### src/rtl/sec_timer_pkg.sv
// Shared types and defaults for the seconds timer.
// Optional build macro: SEC_TIMER_AUTO_RELOAD_EN (adds the periodic auto-reload mode).
package sec_timer_pkg;

    localparam int unsigned DEFAULT_CLK_HZ = 10000;
    localparam int unsigned DEFAULT_SEC_W  = 16;

    typedef enum logic [1:0] {
        ST_IDLE    = 2'd0,
        ST_RUNNING = 2'd1,
        ST_DONE    = 2'd2
    } state_e;

endpackage : sec_timer_pkg

### src/rtl/tick_prescaler.sv
// Divides the system clock to one wrap per CLK_HZ cycles of run time.
// wrap_c is combinational so the owner can act on the edge that samples the terminal count.
module tick_prescaler
    import sec_timer_pkg::*;
#(
    parameter int unsigned CLK_HZ = DEFAULT_CLK_HZ
) (
    input  logic clk,
    input  logic reset,
    input  logic run,
    input  logic clear,
    output logic wrap_c
);

    localparam int unsigned      PRESC_W = $clog2(CLK_HZ);
    localparam logic [PRESC_W-1:0] TERM  = PRESC_W'(CLK_HZ - 1);

    logic [PRESC_W-1:0] count;

    assign wrap_c = run && (count == TERM);

    // Prescaler counter: clear beats run; frozen while run is low
    always_ff @(posedge clk or posedge reset) begin
        if (reset) begin
            count <= '0;
        end else if (clear) begin
            count <= '0;
        end else if (run) begin
            count <= wrap_c ? '0 : count + PRESC_W'(1);
        end
    end

endmodule : tick_prescaler

### src/rtl/sec_timer.sv
// Loadable seconds countdown timer with start/abort/pause control.
// Optional build macro: SEC_TIMER_AUTO_RELOAD_EN (adds the periodic input and auto-reload).
module sec_timer
    import sec_timer_pkg::*;
#(
    parameter int unsigned CLK_HZ = DEFAULT_CLK_HZ,
    parameter int unsigned SEC_W  = DEFAULT_SEC_W
) (
    input  logic             clk,
    input  logic             reset,
    input  logic             enable,
    input  logic             start,
    input  logic             abort,
    input  logic [SEC_W-1:0] secondsToCount,
`ifdef SEC_TIMER_AUTO_RELOAD_EN
    input  logic             periodic,
`endif
    output logic             finished,
    output logic             done,
    output logic             busy,
    output logic [SEC_W-1:0] remaining,
    output logic             sec_tick
);

    state_e             state_q, state_d;
    logic [SEC_W-1:0]   remaining_d;
    logic               finished_d;
    logic               sec_tick_d;
    logic               presc_clear_c;
    logic               presc_run_c;
    logic               wrap_c;
`ifdef SEC_TIMER_AUTO_RELOAD_EN
    // Only the reload path ever reads the latched load value back
    logic [SEC_W-1:0]   load_q, load_d;
    logic               periodic_q, periodic_d;
`endif

    assign presc_run_c = (state_q == ST_RUNNING) && enable;

    tick_prescaler #(
        .CLK_HZ (CLK_HZ)
    ) u_presc (
        .clk    (clk),
        .reset  (reset),
        .run    (presc_run_c),
        .clear  (presc_clear_c),
        .wrap_c (wrap_c)
    );

    // State and output registers
    always_ff @(posedge clk or posedge reset) begin
        if (reset) begin
            state_q    <= ST_IDLE;
            remaining  <= '0;
            finished   <= 1'b0;
            sec_tick   <= 1'b0;
            busy       <= 1'b0;
            done       <= 1'b0;
`ifdef SEC_TIMER_AUTO_RELOAD_EN
            load_q     <= '0;
            periodic_q <= 1'b0;
`endif
        end else begin
            state_q    <= state_d;
            remaining  <= remaining_d;
            finished   <= finished_d;
            sec_tick   <= sec_tick_d;
            busy       <= (state_d == ST_RUNNING);
            done       <= (state_d == ST_DONE);
`ifdef SEC_TIMER_AUTO_RELOAD_EN
            load_q     <= load_d;
            periodic_q <= periodic_d;
`endif
        end
    end

    // Next-state and output decode; priority abort > start > tick
    always_comb begin
        state_d       = state_q;
        remaining_d   = remaining;
        finished_d    = 1'b0;
        sec_tick_d    = 1'b0;
        presc_clear_c = 1'b0;
`ifdef SEC_TIMER_AUTO_RELOAD_EN
        load_d        = load_q;
        periodic_d    = periodic_q;
`endif
        if (abort) begin
            state_d       = ST_IDLE;
            remaining_d   = '0;
            presc_clear_c = 1'b1;
        end else if (start) begin
            presc_clear_c = 1'b1;
`ifdef SEC_TIMER_AUTO_RELOAD_EN
            load_d        = secondsToCount;
            periodic_d    = periodic;
`endif
            if (secondsToCount != '0) begin
                state_d     = ST_RUNNING;
                remaining_d = secondsToCount;
            end else begin
                // A zero load expires immediately, even when periodic
                state_d     = ST_DONE;
                remaining_d = '0;
                finished_d  = 1'b1;
            end
        end else if ((state_q == ST_RUNNING) && wrap_c) begin
            sec_tick_d  = 1'b1;
            remaining_d = remaining - SEC_W'(1);
            if (remaining == SEC_W'(1)) begin
                finished_d = 1'b1;
`ifdef SEC_TIMER_AUTO_RELOAD_EN
                if (periodic_q) begin
                    // Prescaler has already wrapped to 0, so the next period starts without a gap
                    remaining_d = load_q;
                end else begin
                    state_d = ST_DONE;
                end
`else
                state_d = ST_DONE;
`endif
            end
        end
    end

endmodule : sec_timer

### config.mk
export PLATFORM = sky130hd
export DESIGN_NAME = sec_timer
export DESIGN_NICKNAME = d
export VERILOG_FILES = /design/src/rtl/sec_timer_pkg.sv /design/src/rtl/tick_prescaler.sv /design/src/rtl/sec_timer.sv
export SDC_FILE = /design/constraint.sdc
export NUM_CORES = 1
export LEC_CHECK = 0
export BUFFER_PORTS_ARGS = -buffer_cell sky130_fd_sc_hd__buf_2
export CAP_MARGIN = 20
export CORE_MARGIN = 2
export CORE_UTILIZATION = 33
export DETAILED_ROUTE_END_ITERATION = 12
export RECOVER_POWER = 25
export SETUP_SLACK_MARGIN = 0.2
export SYNTH_ARGS = -nofsm -noshare
export SYNTH_HDL_FRONTEND = slang
export SYNTH_SLANG_ARGS = --single-unit
### constraint.sdc
create_clock -name clk -period 4 [get_ports clk]
set_clock_uncertainty 0.2 [all_clocks]
set_input_delay 1.2 -clock clk [delete_from_list [all_inputs] [get_ports clk]]
set_output_delay 1.2 -clock clk [all_outputs]
set_load 0.02 [all_outputs]
==> impl_metrics.ini <==
[setup_path]
path_cells = buf_2 -> inv_1 -> a41oi_1 -> a21oi_1 -> a211oi_1
cpPeakStageDelay_ns = 0.75
crit_arrival_ns = 2.99
cpMaxStageDelayCell = a41oi_1
start_kind = input pin
crit_type = in2reg
cp-end-kind = flop
path_max_fanout = 22
r2r_setup_slack_ns = 1.55
ff2ff_path_depth = 4
r2r_end = remaining[15]
required_ns = 4.01
reg2reg_from = remaining[0]

[logic_synthesis]
synthTopCellsByCount = 36 x dfrtp_1, 26 x nor2_1, 22 x nand2_1
synth_area_sq_um = 2110
syn_avg_cell_area_sq_um = 9.41
synth_top_cell_area_share = 0.427
ys_seq_elements = 36
synth_warnings = 0
synth_ff_type = dfrtp_1
synth_area_leaders = dfrtp_1 43%, nor2_1 4.6%, xnor2_1 4.2%, nand2_1 3.9%, xor2_1 3.3%
synthCells = 224
synth_top_cell_by_area = dfrtp_1
syn_nets = 248
yosysSeqAreaShare = 0.427
synth-async-reset-ratio = 1.00
synth_cell_type_count = 54
synth_edf_count = 0
synth.most_common_cell = dfrtp_1

[detailed_routing]
route.detailed.drc = 0
drtIter0Drc = 157
vias = 1878
ant_nets = 0
avgRoutedWirePerCell_um = 15.8
dr.pass1.iters = 4
vias_per_cell = 5.44
wl_mm = 5.45

[layout]
finalNonFillerCells = 345
fill_cells = 638
antenna_cells = 0
area_growth_pct = 18.5
design_area_sq_um = 2500
drive_gt1_frac = 0.239
fin_nets = 291

[pwr]
p_int_w = 0.000635
leakagePower_nw = 1.10
peakVddDrop_uv = 158
switching_share = 0.306
p_switching_w = 0.000280
clkPwrFrac = 0.357
combPwrFrac = 0.198
power_density_nw_per_um2 = 366
p_seq_frac = 0.445

[global_routing]
antenna_found_initial = 0
grt_overflow_total = 0
grt_max_degree = 37
grt_pass1_vias = 1803
grtUsageTotal = 0.162
grt_pass1_wl_mm = 9.20

[sta]
fin_setup_tns_ns = 0
max_slew_margin = -0.315
fin_crit_sh = 0.745
finalHoldViolations = 0
fmax_mhz = 335
finalSetupViolCount = 0
worst_slack_ns = 1.02
rsz0062_at_grt = false
final_max_slew_viol_count = 37
tightestPinTransition_ns = 1.97
min_period_ns = 2.98

[clock_tree]
cts_tree = yes
cts-hold-fix-buffers = 0
cts_buffers = 5
postCtsSetupRepairBufs = 0
cts_resized = 0
htreeDepth = 2
cts.clk_slew.worst_paths_ns = 0.08
clock_path_buffers = 2
cts_sinks = 36
root_buffer = clkbuf_8
clk_latency_ns = 0.30

[place]
dpl_cell_area_sq_um = 2390
dp_hpwl_mm = 4.01
portBuffers = 40
pre_cts_slack_ns = 0.762
place_congestion = 0.861
dpl.cell_count = 337

[floorplan]
coreArea_sq_um = 6280
placementRows = 29
die_h_um = 83.9
die_area_sq_um = 7040
ioPinCount = 41
die_x_um = 83.9
start_util = 0.336

[status]
outcome = finished with violations
violations = capacitance limit, slew limit

[hold_path]
hold-path-cell-count = 2
hold_start = u_presc.count[13]
hp-class = reg2reg
hold_end = u_presc.count[13]

[job]
cap_violations = 1
[worst max-delay path, delay by kind of cell]
family | cells | cell delay [ns]
buffers and inverters | 2 | 0.61
AO/OA/AOI/OAI | 3 | 1.18
[cells by family (layout without fill, tap and decap cells)]
kind of cell               count (synthesis)  in the layout  share of synthesized area
AOI/OAI and AO/OA                         50             50                      0.171
buffers and inverters                     16             60                     0.0350
adders and majority gates                  3              3                     0.0178
DFF                                       36             36                      0.427
xor gates and xnor gates                  18             18                     0.0748
and+or+nand+nor                          101            101                      0.274
[area by class of cell]
class	instances	area [sq um]	area share
Multi-Input combinational cell	172	1130	0.454
Sequential cell	36	901	0.361
Timing Repair Buffer	44	226	0.0906
Tap cell	77	96.3	0.0386
Clock buffer	5	68.8	0.0275
Clock inverter	3	42.5	0.0170
Inverter	8	30.0	0.0120
[registers in the layout, summed over array words and instances, names as in the netlist]
register       count
busy               1
done               1
finished           1
remaining         16
sec_tick           1
state_q            2
u_presc.count     14
[metal layers]
metal | up-vias | wire length (um) | GRT usage | share of wire
met4 | 0 | 97 | 0.0660 | 0.018
met5 | - | 0 | 0 | 0
met3 | 8 | 316 | 0.0297 | 0.058
li1 | 916 | - | - | -
met2 | 64 | 2300 | 0.230 | 0.42
met1 | 890 | 2730 | 0.241 | 0.50
[stage by stage]
step / total power [W] / hold slack [ns] / utilization
3_3_place_gp: 0.000593 / 0.325 / 0.381
6_report: 0.000915 / 0.354 / 0.398
4_1_cts: 0.000917 / 0.358 / 0.399
5_1_grt: 0.000954 / 0.403 / 0.398
3_5_place_dp: 0.000594 / 0.338 / 0.381
2_1_floorplan: 0.000536 / 0.296 / -
[power groups by stage]
stage                     combinational [W]  sequential [W]  clock [W]
after floorplan                    0.000108        0.000428          0
after global placement             0.000179        0.000414          0
after detailed placement           0.000180        0.000414          0
after CTS                          0.000181        0.000407   0.000329
after global routing               0.000199        0.000411   0.000345
final                              0.000181        0.000407   0.000327
[worst max-delay path by stage]
stage	start	end	slack, ns	cells past startpoint
6_report	start	remaining[12]	1.02	5
5_1_grt	reset	busy	0.59	3
4_1_cts	start	remaining[12]	1.08	5
3_5_place_dp	start	remaining[12]	0.76	5
3_3_place_gp	start	remaining[12]	0.80	5
2_1_floorplan	abort	u_presc.count[12]	1.28	6
[placed cells by master, fill, tap and decap left out, types with 4 or more instances in the layout]
cell type	instances
buf_2	40
dfrtp_1	36
nor2_1	26
nand2_1	22
xnor2_1	10
nor4_1	9
a21oi_1	9
inv_1	8
o21ai_0	8
nand3_1	8
xor2_1	8
and3_1	5
nor3_1	5
a22o_1	5
nand4_1	5
clkbuf_8	5
a211oi_1	4
(Power assumes the default switching activity.)
